==> config.mk <==
export PLATFORM = sky130hd
export DESIGN_NAME = control_multiciclo
export DESIGN_NICKNAME = d
export VERILOG_FILES = /design/src/rtl/control_multiciclo.sv
export SDC_FILE = /design/constraint.sdc
export NUM_CORES = 1
export LEC_CHECK = 0
export BUFFER_PORTS_ARGS = -buffer_cell sky130_fd_sc_hd__buf_4
export CAP_MARGIN = 15
export CORE_ASPECT_RATIO = 0.8
export CORE_MARGIN = 4
export CORE_UTILIZATION = 40
export DETAILED_ROUTE_END_ITERATION = 6
export GPL_ROUTABILITY_DRIVEN = 0
export PLACE_DENSITY = 0.67
export SLEW_MARGIN = 20
export SYNTH_ARGS = -nofsm -noshare
export SYNTH_HDL_FRONTEND = slang
export SYNTH_SLANG_ARGS = --single-unit
==> constraint.sdc <==
create_clock -name clk -period 4.85 [get_ports clk]
set_input_delay 0 -clock clk [delete_from_list [all_inputs] [get_ports clk]]
set_output_delay 0 -clock clk [all_outputs]
set_load 0.02 [all_outputs]
==> src/rtl/control_multiciclo.sv <==
// Multi-cycle RV32I control unit: sequences fetch/decode/exec/mem/wb over a shared
// datapath, runs the memory request/ready handshake and counts retired instructions.
module control_multiciclo (
    input  logic        clk,
    input  logic        rst,
    input  logic [31:0] instruccion,
    input  logic        zero,
    input  logic        mem_ready,
    output logic        mem_req,
    output logic        mem_we,
    output logic        mem_addr_sel,
    output logic        ir_write,
    output logic        pc_write,
    output logic        pc_src,
    output logic        target_write,
    output logic [1:0]  alu_a_sel,
    output logic [1:0]  alu_b_sel,
    output logic [1:0]  alu_op,
    output logic        reg_write,
    output logic [1:0]  wb_sel,
    output logic        illegal,
    output logic [31:0] instret
);

    typedef enum logic [2:0] {FETCH, DECODE, EXEC, MEM, WB, HALT} state_t;

    localparam logic [6:0] OP_LUI    = 7'b0110111;
    localparam logic [6:0] OP_RTYPE  = 7'b0110011;
    localparam logic [6:0] OP_OPIMM  = 7'b0010011;
    localparam logic [6:0] OP_LOAD   = 7'b0000011;
    localparam logic [6:0] OP_STORE  = 7'b0100011;
    localparam logic [6:0] OP_JAL    = 7'b1101111;
    localparam logic [6:0] OP_BRANCH = 7'b1100011;

    state_t     state, state_nxt;
    logic       retire;
    logic [6:0] opcode;
    logic [2:0] funct3;

    assign opcode = instruccion[6:0];
    assign funct3 = instruccion[14:12];

    always_comb begin
        state_nxt    = state;
        retire       = 1'b0;
        mem_req      = 1'b0;
        mem_we       = 1'b0;
        mem_addr_sel = 1'b0;
        ir_write     = 1'b0;
        pc_write     = 1'b0;
        pc_src       = 1'b0;
        target_write = 1'b0;
        alu_a_sel    = 2'b00;
        alu_b_sel    = 2'b00;
        alu_op       = 2'b00;
        reg_write    = 1'b0;
        wb_sel       = 2'b00;
        illegal      = 1'b0;
        case (state)
            FETCH: begin
                mem_req   = 1'b1;
                alu_a_sel = 2'b01;
                alu_b_sel = 2'b10;
                if (mem_ready) begin
                    ir_write  = 1'b1;
                    pc_write  = 1'b1;
                    state_nxt = DECODE;
                end
            end
            DECODE: begin
                // Precompute PC+imm into the target register for branches/JAL.
                alu_a_sel    = 2'b10;
                alu_b_sel    = 2'b01;
                target_write = 1'b1;
                case (opcode)
                    OP_LUI:                                 state_nxt = WB;
                    OP_RTYPE, OP_OPIMM, OP_LOAD, OP_STORE,
                    OP_JAL:                                 state_nxt = EXEC;
                    OP_BRANCH: state_nxt = (funct3 == 3'b000 || funct3 == 3'b001) ? EXEC : HALT;
                    default:                                state_nxt = HALT;
                endcase
            end
            EXEC: begin
                case (opcode)
                    OP_RTYPE: begin
                        alu_op    = 2'b10;
                        state_nxt = WB;
                    end
                    OP_OPIMM: begin
                        alu_b_sel = 2'b01;
                        alu_op    = 2'b10;
                        state_nxt = WB;
                    end
                    OP_LOAD, OP_STORE: begin
                        alu_b_sel = 2'b01;
                        state_nxt = MEM;
                    end
                    OP_BRANCH: begin
                        alu_op = 2'b01;
                        if ((funct3 == 3'b000 && zero) || (funct3 == 3'b001 && !zero)) begin
                            pc_write = 1'b1;
                            pc_src   = 1'b1;
                        end
                        retire    = 1'b1;
                        state_nxt = FETCH;
                    end
                    OP_JAL: begin
                        pc_write  = 1'b1;
                        pc_src    = 1'b1;
                        reg_write = 1'b1;
                        wb_sel    = 2'b10;
                        retire    = 1'b1;
                        state_nxt = FETCH;
                    end
                    default: state_nxt = HALT;
                endcase
            end
            MEM: begin
                mem_req      = 1'b1;
                mem_addr_sel = 1'b1;
                mem_we       = (opcode == OP_STORE);
                if (mem_ready) begin
                    if (opcode == OP_STORE) begin
                        retire    = 1'b1;
                        state_nxt = FETCH;
                    end else begin
                        state_nxt = WB;
                    end
                end
            end
            WB: begin
                reg_write = 1'b1;
                if (opcode == OP_LOAD)     wb_sel = 2'b01;
                else if (opcode == OP_LUI) wb_sel = 2'b11;
                retire    = 1'b1;
                state_nxt = FETCH;
            end
            HALT: illegal = 1'b1;
            default: state_nxt = HALT;
        endcase
        // Reset silences every output, including an in-flight memory request.
        if (rst) begin
            retire       = 1'b0;
            mem_req      = 1'b0;
            mem_we       = 1'b0;
            mem_addr_sel = 1'b0;
            ir_write     = 1'b0;
            pc_write     = 1'b0;
            pc_src       = 1'b0;
            target_write = 1'b0;
            alu_a_sel    = 2'b00;
            alu_b_sel    = 2'b00;
            alu_op       = 2'b00;
            reg_write    = 1'b0;
            wb_sel       = 2'b00;
            illegal      = 1'b0;
        end
    end

    always_ff @(posedge clk) begin
        if (rst) begin
            state   <= FETCH;
            instret <= 32'd0;
        end else begin
            state <= state_nxt;
            if (retire) instret <= instret + 32'd1;
        end
    end

endmodule

Word level (Yosys, flattened, before mapping)
Cells that the tools add are included.
Widths: inputs -> output; s select.

operators by class
  $add $sub $neg = 1
  equal/unequal tests = 15
  mux-type cells = 47
  bitwise operators = 1
  reduce and logical (&&, ||, !) cells = 14

operator list
  kind                   count
  $add 32x1->32 const B  1
  $mux 1                 24
  $eq 7x6->1 const B     3
  $pmux 3 s3             2
  $pmux 3 s6             1
  $mux 2                 8
  $eq 7x7->1 const B     2
  $mux 3                 4
  $pmux 2 s2             3
  $reduce_or 2->1        4
  $eq 7x2->1 const B     1
  $eq 7x5->1 const B     1
  $eq 3x1->1 const B     2
  $eq 3x2->1 const B     2
  $eq 3x3->1 const B     2
  $logic_not 3->1        2
  $pmux 1 s2             3
  $pmux 2 s3             1
  $reduce_or 5->1        1
  $ne 2x2->1 const B     2
  $pmux 1 s3             1
  $reduce_and 3->1       1
  $reduce_or 3->1        1
  $logic_and 1x1->1      2
  3 further kinds        4

storage, ports and cells
  register bits = 35
  word-level logic and storage cells = 80

Logic depth before layout (Yosys ltp)
Gate-level depths: netlist of run 1.

  word-level depth = 7
  gate-level depth with buffers = 7

Worst setup path after synthesis of run 1
Ideal clock, no wire load.

  kind = flip-flop to flip-flop
  start point = register instret[5]
  end point = register instret[28]
  arrival = 2.098 ns
  setup slack = 2.681 ns
  stages on the path, launching flop included = 8
  period minus slack after synthesis = 2.169 ns
  cells stage by stage = dfxtp_1 nand4_2 or2_0 buf_2 or3_1 clkbuf_2 or4_1 a21oi_1

between the ends
  cells in the longest elaborated chain, start to end = 1

ends and longest elaborated chain
  element                 RTL line  source
  start, declared         22        output logic [31:0] instret
  start signal, assigned  166       if (retire) instret <= instret + 32'd1;
  $add 32x1->32           166

No other way between the ends.
A chain may end at the register's enable or synchronous reset.

Final worst setup path of run 1
  start point = register state[0]
  end point = register instret[30]

between the ends
  cells in the longest elaborated chain, start to end = 3

ends and longest elaborated chain
  element                                          RTL line  source
  start, declared                                  35        state_t state, state_nxt;
  start signal, assigned                           165       state <= state_nxt;
  $eq 3x3->1 / $eq 3x2->1 (equally long branches)  59        case (state)
  $pmux 1 s3 (*)                                   59
  $mux 1 (*)                                       142       if (rst) begin

Mark *: on every way between the ends. The rest lies on a longest branch, timed or not.

==> metrics.md, run 1 <==
| Metric | Value |
|---|---|
| Critical Path Source Type | flop |
| Post-synthesis cell count | 279 |
| Critical path required time | 5.02 ns |
| Fin crit period | 2.56 ns |
| Worst vdd ir | 0.000118 V |
| Root buffer cell | clkbuf_8 |
| DR vias/cell | 5.91 |
| Status | completed |
| CTS clock-pin slew for the worst setup and hold paths | 0.07 ns |
| First-pass DRT Iterations | 4 |
| Synth Register Bits | 35 |
| Worst path depth | 5 |
| Setup TNS | 0 ns |
| Synth top area share | between 30% and 40% |
| Crit Path Class | flop to flop |
| Total wire length | 6030 um |
| Top-count cell post-synth | dfxtp_1 |
| Final setup vio count | 0 |
| GRT Util Overall | 18.1% |
| Final hold vios | 0 |
| Leakage | 1.05 nW |
| Area delta synth->final | 24.4% |
| Share of cells above drive strength 1 | 24.0% |
| IO Port Bufs | 62 |
| Period Utilization, post-route | 52.9% |
| Mean Syn Cell Area | 7.91 um2 |
| Non-Filler Instances | 391 |
| Mapped Nets | approximately 320 |
| Number of global-route vias before repair | 2022 |
| Critical Path Max Stage Delay | around 0.7 ns |
| Final Slew Violations | 0 |
| Vias | around 2300 |
| Io pins | 85 |
| Synth cell count leaders | dfxtp_1 (35), a21oi_1 (21), nor2_1 (20), nand4_1 (14), clkbuf_1 (13) |
| H-tree levels | 2 |
| First-pass GRT wire length | 9990 um |
| CTS Buf Count | 5 |
| Worst Hold Slack | 0.141 ns |
| Reg-to-Reg End | instret[30] |
| Clk_lat worst skew | a little under 0.3 ns |
| Largest net degree at the start of global routing | 47 |
| Row cnt | 23 |
| Worst Setup SP | state[0] |
| Power Density | 220 nW/um2 |
| Synth top area cells | dfxtp_1 (32%), a21oi_1 (4.8%), nand4_1 (4.0%) |
| Skew final | 0.00735 ns |
| CTS sink cnt | 35 |
| Die area | 6770 um2 |
| Post-synth EDFFs | 0 |
| Slew headroom | 44.8% |
| Largest area contributor in the netlist | dfxtp_1 |
| Worst-Margin Slew | 0.822 ns |
| Final antenna-violating net count | 0 |
| Die Ht | between 70 and 80 um |
| Drt drc | 0 |
| CTS tree | built |
| Asr flop ratio synth | 0% |
| Max cap viols | 0 |
| Worst Hold Class | input pin to flop |
| CP endpoint kind | flop |
| Die X | between 90 and 100 um |
| 1st-iter DRT viols | 196 |
| CP max stage cell | a31oi_1 |
| Post-DP HPWL | 4460 um |
| Sequential area share after synthesis | between 30% and 40% |
| Critical Path End | instret[30] |
| # nets final | 367 |
| Placed cell count | 385 |
| Initial antenna violation count | 0 |
| PostCTS Resize Cnt | 0 |
| Launching point of the worst reg2reg path | state[0] |
| Synthesized cell area | 2210 um2 |
| Yosys cell types | 55 |
| FF-to-FF path depth | 5 |
| Antenna Cells | 0 |
| CP arrival | 2.74 ns |
| Primary FF master, synth | dfxtp_1 |
| Fmax | 0.390 GHz |
| Cell chain of the critical path | and3b_1, nand4b_1, a31oi_1, nand4_1, mux2_2 |
| CP Buf/Inv Count | 0 |
| Routed len/inst | 15.4 um |
| Total grt overflow | 0 |
| Hold buffers post-CTS | 0 |
| Initial Util | 42.6% |
| CP top delay family | simple AND/OR/NAND/NOR gates |
| R2R Setup Slk | 2.29 ns |
| Max Root-Sink Buffers | 2 |
| CP Max Fanout | 18 |
| Post-CTS Repair Setup Buffers | 0 |
| RSZ-0062 raised after global routing | no |
| Core area | 5180 um2 |
| Yosys warns | 0 |
| Filler instances | 508 |
## sequential cells by signal (all words and copies together) (netlist names)
register,count
instret,32
state,3
## where the power goes
part	internal, mW	switching, mW	total (mW)
Clock	0.0957	0.0992	0.195
Sequential	0.292	0.0154	0.307
Combinational	0.0437	0.0585	0.102
## per-layer routing
layer / track usage (%) / vias up / routed length [um] / share of wire, %
met5: 0 / - / 0 / 0
met4: 5.02 / 0 / 36 / 0.60
met3: 3.94 / 4 / 273 / 4.5
met2: 26.2 / 55 / 2510 / 42
met1: 27.0 / 1084 / 3210 / 53
li1: - / 1168 / - / -
## worst min-delay path by stage
| stage | from | end | slack, ns | cells after the start |
|---|---|---|---|---|
| after detailed placement | mem_ready | ir_write | 0.39 | 3 |
| after global placement | mem_ready | ir_write | 0.40 | 3 |
| after CTS | mem_ready | state[0] | 0.13 | 4 |
| final | mem_ready | state[0] | 0.14 | 4 |
| after global routing | rst | instret[0] | 0.16 | 2 |
| after floorplan | mem_ready | ir_write | 0.19 | 1 |
## cells by family after synthesis
logic type	after synthesis	synth area share, %
compound gates	72	21.4
xor+xnor	8	3.18
fa+ha+maj	1	0.567
buf+inv	29	5.50
flops	35	31.8
mux	4	1.99
simple gates	130	35.6
## layout make-up
type                            instances  area, um2  area share, %
Sequential cell                        35        701           25.5
Tap cell                               62       77.6           2.83
Inverter                               10       37.5           1.37
Multi-Input combinational cell        215       1380           50.4
Clock buffer                            6       72.6           2.64
Timing Repair Buffer                   63        473           17.2
## worst reg2reg max path, cell delays in order (launching register included)
cell and delay, ns:
dfxtp_1 0.70, and3b_1 0.28, nand4b_1 0.27, a31oi_1 0.71
nand4_1 0.19, mux2_2 0.31
## cell usage in the layout (no fill, tap or decap), types with 4 or more instances in the layout
cell and instances:
nand4_1 14, xnor2_1 6, nor2b_1 7, or4_1 7
nor2_1 20, and4_1 6, o31ai_1 9, nand2_1 11
o211ai_1 4, buf_4 63, or3_1 9, a31oi_1 4
nor3_1 5, clkbuf_8 5, nand3_1 12, and3_1 5
o21ai_0 12, nor4_1 5, inv_1 10, nand2b_1 6
dfxtp_1 35, a21oi_1 21
## through the flow
stage	setup WS (ns)	area, um2	total power, mW	utilization (%)
6_report	2.29	2750	0.604	53.0
5_1_grt	2.13	2750	0.633	53.0
4_1_cts	2.36	2750	0.609	53.0
3_5_place_dp	2.37	2670	0.415	51.6
3_3_place_gp	2.41	2670	0.415	51.6
2_1_floorplan	2.68	2210	0.380	-
Note: power is estimated with default switching activity, not from simulation.
==> run 2, diff against run 1 <==
--- a/config.mk
+++ b/config.mk
@@ -12,7 +12,7 @@
 export CORE_UTILIZATION = 40
 export DETAILED_ROUTE_END_ITERATION = 6
 export GPL_ROUTABILITY_DRIVEN = 0
-export PLACE_DENSITY = 0.67
+export PLACE_DENSITY = 0.7
 export SLEW_MARGIN = 20
 export SYNTH_ARGS = -nofsm -noshare
 export SYNTH_HDL_FRONTEND = slang
==> constraint.sdc (replaced) <==
create_clock -name clk -period 2.2 [get_ports clk]
set_input_delay 0 -clock clk [delete_from_list [all_inputs] [get_ports clk]]
set_output_delay 0 -clock clk [all_outputs]
set_load 0.02 [all_outputs]
==> run 2 against run 1 <==
Power increased by 120%. Combinational power rose to 2.6 times the previous value. Sequential cell count is the same. Wire length up 4.1%. Clock skew fell by 0.0032 ns. Sequential power is 120% higher. Maximum frequency increased by 25%. Worst setup slack got worse by 2.1 ns. Sequential share of layout area is 1.6 points lower. Clock-buffer cell count stayed put. Critical path type unchanged. Critical endpoint is now instret[28]. Largest cell class unchanged. Highest routed layer unchanged.
==> metrics.md, run 2 (same netlist as run 1, synthesis figures left out) <==
| Metric | Value |
|---|---|
| Die X | 91.0 um (unchanged) |
| Period Utilization, post-route | 93.4% (+40 points) |
| Leakage | 1.17 nW (+11%) |
| IO Port Bufs | 62 (unchanged) |
| Clk_lat worst skew | 0.28 ns (about the same) |
| Largest net degree at the start of global routing | 45 (-4.3%) |
| Skew final | 0.00417 ns (-0.00318 ns) |
| CP Max Fanout | 6 (-12) |
| Total wire length | 6280 um (+4.1%) |
| Critical Path Max Stage Delay | 0.49 ns (-0.22 ns) |
| Post-CTS Repair Setup Buffers | 0 (unchanged) |
| CP top delay family | simple AND/OR/NAND/NOR gates |
| RSZ-0062 raised after global routing | no |
| Fmax | 0.487 GHz (+25%) |
| DR vias/cell | 5.86 (-0.81%) |
| Critical Path Source Type | flop |
| Setup TNS | 0 ns (unchanged) |
| Non-Filler Instances | 414 (+5.9%) |
| Share of cells above drive strength 1 | 29.0% (+5.0 points) |
| Post-DP HPWL | 4710 um (+5.7%) |
| Final setup vio count | 0 (unchanged) |
| Register with the most flip-flops | instret |
| Worst Hold Slack | 0.115 ns (-0.0263 ns) |
| GRT Util Overall | 19.0% (+0.94 points) |
| Final hold vios | 0 (unchanged) |
| Worst vdd ir | 0.000239 V (+100%) |
| First-pass GRT wire length | 10600 um (+5.8%) |
| Antenna Cells | 0 (unchanged) |
| Root buffer cell | clkbuf_8 |
| Largest registers | instret: 32 flops, state: 3 flops |
| CP endpoint kind | flop |
| Commonest non-fill, non-tap cell in the layout | buf_4 |
| Area delta synth->final | 32.7% |
| Slew headroom | 69.7% (+25 points) |
| Io pins | 85 (unchanged) |
| CP max stage cell | or3_1 |
| Max cap viols | 0 (unchanged) |
| Hold buffers post-CTS | 0 (unchanged) |
| Largest register FFs | 32 (unchanged) |
| CTS Buf Count | 5 (unchanged) |
| Die area | 6770 um2 (unchanged) |
| Worst-Margin Slew | 0.452 ns (-0.370 ns) |
| 1st-iter DRT viols | 169 (-14%) |
| Core area | 5180 um2 (unchanged) |
| Initial Util | 42.6% (unchanged) |
| Number of global-route vias before repair | 2298 (+14%) |
| Vias | 2427 (+5.0%) |
| Total grt overflow | 0 (unchanged) |
| Most frequent cells in the layout | buf_4 (86), dfxtp_1 (35), a21oi_1 (21) |
| Fin crit period | 2.05 ns (-0.511 ns) |
| Row cnt | 23 (unchanged) |
| CP Buf/Inv Count | 0 (unchanged) |
| Max Root-Sink Buffers | 2 (unchanged) |
| First-pass DRT Iterations | 4 (unchanged) |
| Initial antenna violation count | 0 (unchanged) |
| Final Slew Violations | 0 (unchanged) |
| Routed len/inst | 15.2 um (-1.7%) |
| # nets final | 390 (+6.3%) |
| CTS tree | built |
| Cell chain of the critical path | nand4_2, or2_0, or3_1, or4_1, a21oi_1 |
| H-tree levels | 2 (unchanged) |
| CP arrival | 2.27 ns (-0.47 ns) |
| Critical path required time | 2.41 ns (-2.61 ns) |
| CTS clock-pin slew for the worst setup and hold paths | 0.07 ns (about the same) |
| Crit Path Class | flop to flop |
| Status | completed |
| Die Ht | 74.4 um (unchanged) |
| Final antenna-violating net count | 0 (unchanged) |
| Worst Hold Class | input pin to flop |
| Placed cell count | 408 (+6.0%) |
| Power Density | 463 nW/um2 (+110%) |
| CTS sink cnt | 35 (unchanged) |
| Drt drc | 0 (unchanged) |
run 2: cell types whose count changed in the layout (fill, tap and decap cells not counted), sizes merged:
cell	previous run	this run
buf	63	86
run 2: power by group:
group	internal (mW)	leakage, nW	switching [mW]
Combinational	0.118	0.853	0.148
Clock	0.211	0.0371	0.215
Sequential	0.643	0.282	0.0200
run 2: path summary, 6_finish.rpt:
check / from / end / slack [ns] / depth (start not counted)
worst min-delay path: rst / instret[23] / 0.11 / 3
worst max-delay path: instret[8] / instret[28] / 0.15 / 5
worst max register to register: instret[8] / instret[28] / 0.15 / 5
worst min register to register: instret[31] / instret[31] / 0.50 / 2
run 2: final cells by class:
type	instances	area, um2
clock buffer	6	72.6
fill	496	2250
inverter	10	37.5
multi-input combinational	215	1390
sequential	35	701
tap	62	77.6
timing repair buffer	86	646
run 2: what timing repair did:
| action | CTS | global route |
|---|---|---|
| setup endpoints to repair | 0 | 1 |
| hold endpoints to repair | 0 | 0 |
| gates resized for setup | 0 | 1 |
run 2: layer usage:
| layer | vias to the layer above | track usage (%) | wire (um) |
|---|---|---|---|
| met5 | - | 0 | 0 |
| met4 | 0 | 5.52 | 53 |
| met3 | 7 | 4.75 | 362 |
| met2 | 59 | 30.2 | 2740 |
| met1 | 1156 | 25.9 | 3120 |
| li1 | 1205 | - | - |
run 2: worst min-delay path, delay by kind of cell:
family,cells,cell delay (ns)
and+or+nand+nor,1,0.16
buffers and inverters,1,0.10
AOI/OAI and AO/OA,1,0.09
run 2: through the flow:
| stage | cell area (um2) | utilization (%) | total power, mW | setup WS, ns |
|---|---|---|---|---|
| 6_report | 2930 | 56.5 | 1.36 | 0.146 |
| 2_1_floorplan | 2210 | - | 0.837 | 0.0312 |
| 3_5_place_dp | 2850 | 54.9 | 0.941 | 0.157 |
| 3_3_place_gp | 2850 | 54.9 | 0.940 | 0.195 |
| 5_1_grt | 2930 | 56.5 | 1.42 | 0.00662 |
| 4_1_cts | 2920 | 56.3 | 1.36 | 0.128 |
==> run 3, diff against run 2 <==
--- a/config.mk
+++ b/config.mk
@@ -9,10 +9,10 @@
 export CAP_MARGIN = 15
 export CORE_ASPECT_RATIO = 0.8
 export CORE_MARGIN = 4
-export CORE_UTILIZATION = 40
+export CORE_UTILIZATION = 39
 export DETAILED_ROUTE_END_ITERATION = 6
 export GPL_ROUTABILITY_DRIVEN = 0
-export PLACE_DENSITY = 0.7
+export PLACE_DENSITY = 0.69
 export SLEW_MARGIN = 20
 export SYNTH_ARGS = -nofsm -noshare
 export SYNTH_HDL_FRONTEND = slang
==> run 3 against run 2 <==
Core utilization is 2.1 points lower. Via count increased by 1.1%. Hold slack worse by 0.090 ns. Worst setup slack better by 0.0023 ns. Clock-buffer cell count unchanged. Critical path depth is the same. Combinational power is 4% higher. Largest cell class unchanged. Largest power group unchanged. Highest routed layer unchanged.
==> metrics.md, run 3 (same netlist as run 1, synthesis figures left out) <==
| Metric | Value |
|---|---|
| CTS sink cnt | 35 (unchanged) |
| Filler instances | 528 (+6.5%) |
| Leakage | 1.19 nW (+1.3%) |
| Fmax | 0.487 GHz (+0.11%) |
| Root buffer cell | clkbuf_8 |
| CP endpoint kind | flop |
| Die X | 92.1 um (+1.2%) |
| Skew final | 0.00847 ns (+0.00430 ns) |
| Hold path start | rst |
| Antenna Cells | 0 (unchanged) |
| Status | completed |
| CTS clock-pin slew for the worst setup and hold paths | 0.07 ns (about the same) |
| Clock Power Share | 39.1% (+7.7 points) |
| Drt drc | 0 (unchanged) |
| Post-CTS Repair Setup Buffers | 0 (unchanged) |
| 1st-iter DRT viols | 176 (+4.1%) |
| Multi-input gate area | 1380 um2 (-0.63%) |
| Routed len/inst | 14.9 um (-2.0%) |
| GRT Util Overall | 19.2% (+0.18 points) |
| First-pass DRT Iterations | 4 (unchanged) |
| Core Util, Final | 54.4% (-2.1 points) |
| Io pins | 85 (unchanged) |
| Power Density | 516 nW/um2 (+11%) |
| Net Switching | 0.409 mW (+6.9%) |
| Critical path required time | 2.42 ns (about the same) |
| Initial Util | 40.4% (-2.2 points) |
| Setup TNS | 0 ns (unchanged) |
| Worst Hold Slack | 0.0251 ns (-0.0898 ns) |
| Commonest non-fill, non-tap cell in the layout | buf_4 |
| Total wire length | 6400 um (+2.0%) |
| Sequential share of power | 42.8% (-6.1 points) |
| CP Max Fanout | 6 (unchanged) |
| Period Utilization, post-route | 93.3% (-0.11 points) |
| Final Slew Violations | 0 (unchanged) |
| Combinational power share | 18.1% (-1.5 points) |
| Vias | 2453 (+1.1%) |
| Row cnt | 24 (+4.3%) |
| Register with the most flip-flops | instret |
| Hold buffers post-CTS | 0 (unchanged) |
| Share of cells above drive strength 1 | 29.5% (+0.48 points) |
| Largest register FFs | 32 (unchanged) |
| Register area | 701 um2 (unchanged) |
| Worst-Margin Slew | 0.483 ns (+0.0310 ns) |
| CTS tree | built |
| Slew headroom | 67.7% (-2.1 points) |
| H-tree levels | 2 (unchanged) |
| Max cap viols | 0 (unchanged) |
| Post-DP HPWL | 4860 um (+3.2%) |
| IO Port Bufs | 62 (unchanged) |
| Worst vdd ir | 0.000481 V (+100%) |
| First-pass GRT wire length | 10800 um (+2.0%) |
| Final setup vio count | 0 (unchanged) |
| Critical Path Source Type | flop |
| Area delta synth->final | 34.9% |
| DR vias/cell | 5.69 (-2.9%) |
| Most frequent cells in the layout | buf_4 (85), dfxtp_1 (35), a21oi_1 (21) |
| Largest net degree at the start of global routing | 29 (-36%) |
| Internal power | 1.13 mW (+16%) |
| Clk_lat worst skew | 0.29 ns (about the same) |
| CP arrival | 2.28 ns (about the same) |
| Die area | 6930 um2 (+2.3%) |
| Largest registers | instret: 32 flops, state: 3 flops |
| Max Root-Sink Buffers | 2 (unchanged) |
| Number of global-route vias before repair | 2271 (-1.2%) |
| # nets final | 389 (-0.26%) |
| Worst Hold Class | input pin to flop |
| Worst Setup SP | instret[8] |
| Fin crit period | 2.05 ns (-0.00234 ns) |
| Total grt overflow | 0 (unchanged) |
| RSZ-0062 raised after global routing | no |
| Sw Share | 26.6% (-1.6 points) |
| Total power | 1.54 mW (+13%) |
| FF-to-FF path depth | 5 (unchanged) |
| Hold depth | 2 (-1) |
| Die Ht | 75.3 um (+1.1%) |
| Final hold vios | 0 (unchanged) |
| Final antenna-violating net count | 0 (unchanged) |
| Core area | 5470 um2 (+5.5%) |
| Crit Path Class | flop to flop |
| Launching point of the worst reg2reg path | instret[8] |
| PostCTS Resize Cnt | 0 (unchanged) |
| Initial antenna violation count | 0 (unchanged) |
| CTS Buf Count | 5 (unchanged) |
## run 3: cell types whose count changed in the layout (fill, tap and decap cells not counted)
| cell | before | now |
|---|---|---|
| buf_4 | 86 | 85 |
| clkbuf_1 | 1 | 0 |
| clkinv_2 | 0 | 1 |
| a31o_2 | 2 | 3 |
| clkbuf_8 | 5 | 6 |
| a31o_4 | 1 | 0 |
| bufinv_16 | 0 | 1 |
## run 3: worst paths after layout
check / end / slack [ns]
max reg2reg: instret[28] / 0.15
max: instret[28] / 0.15
min reg2reg: instret[23] / 0.51
min: instret[25] / 0.03
## run 3: power groups by stage
stage	combinational, mW	sequential [mW]	clock [mW]
after CTS	0.275	0.657	0.616
after global routing	0.300	0.659	0.641
final	0.277	0.658	0.601
after floorplan	0.171	0.666	0
after detailed placement	0.274	0.671	0
after global placement	0.270	0.670	0
## run 3: layer usage
| layer | up-vias | wire (um) | global-route usage (%) |
|---|---|---|---|
| met5 | - | 0 | 0 |
| met4 | 0 | 49 | 5.60 |
| met3 | 4 | 305 | 3.70 |
| met2 | 59 | 2960 | 30.7 |
| met1 | 1182 | 3080 | 26.6 |
| li1 | 1208 | - | - |
## run 3: area by class of cell
type                    count  area share [%]
clock inverters             2            1.18
inverters                  10            1.26
well taps                  78            3.28
flip-flops and latches     35            23.5
multi-input cells         215            46.5
clock buffers               6            2.78
repair buffers             85            21.4
## run 3: critical path, stage by stage (launching register included)
cell and delay, ns:
dfxtp_1 0.40, nand4_2 0.15, or2_0 0.31, or3_1 0.49, or4_1 0.49, a21oi_1 0.15
## run 3: metrics by stage
step,area [um2],std cells,setup slack (ns)
after detailed placement,2860,423,0.182
after global placement,2860,423,0.210
after floorplan,2210,279,0.0312
final,2980,431,0.148
after CTS,2980,431,0.154
after global routing,2980,431,0.00632
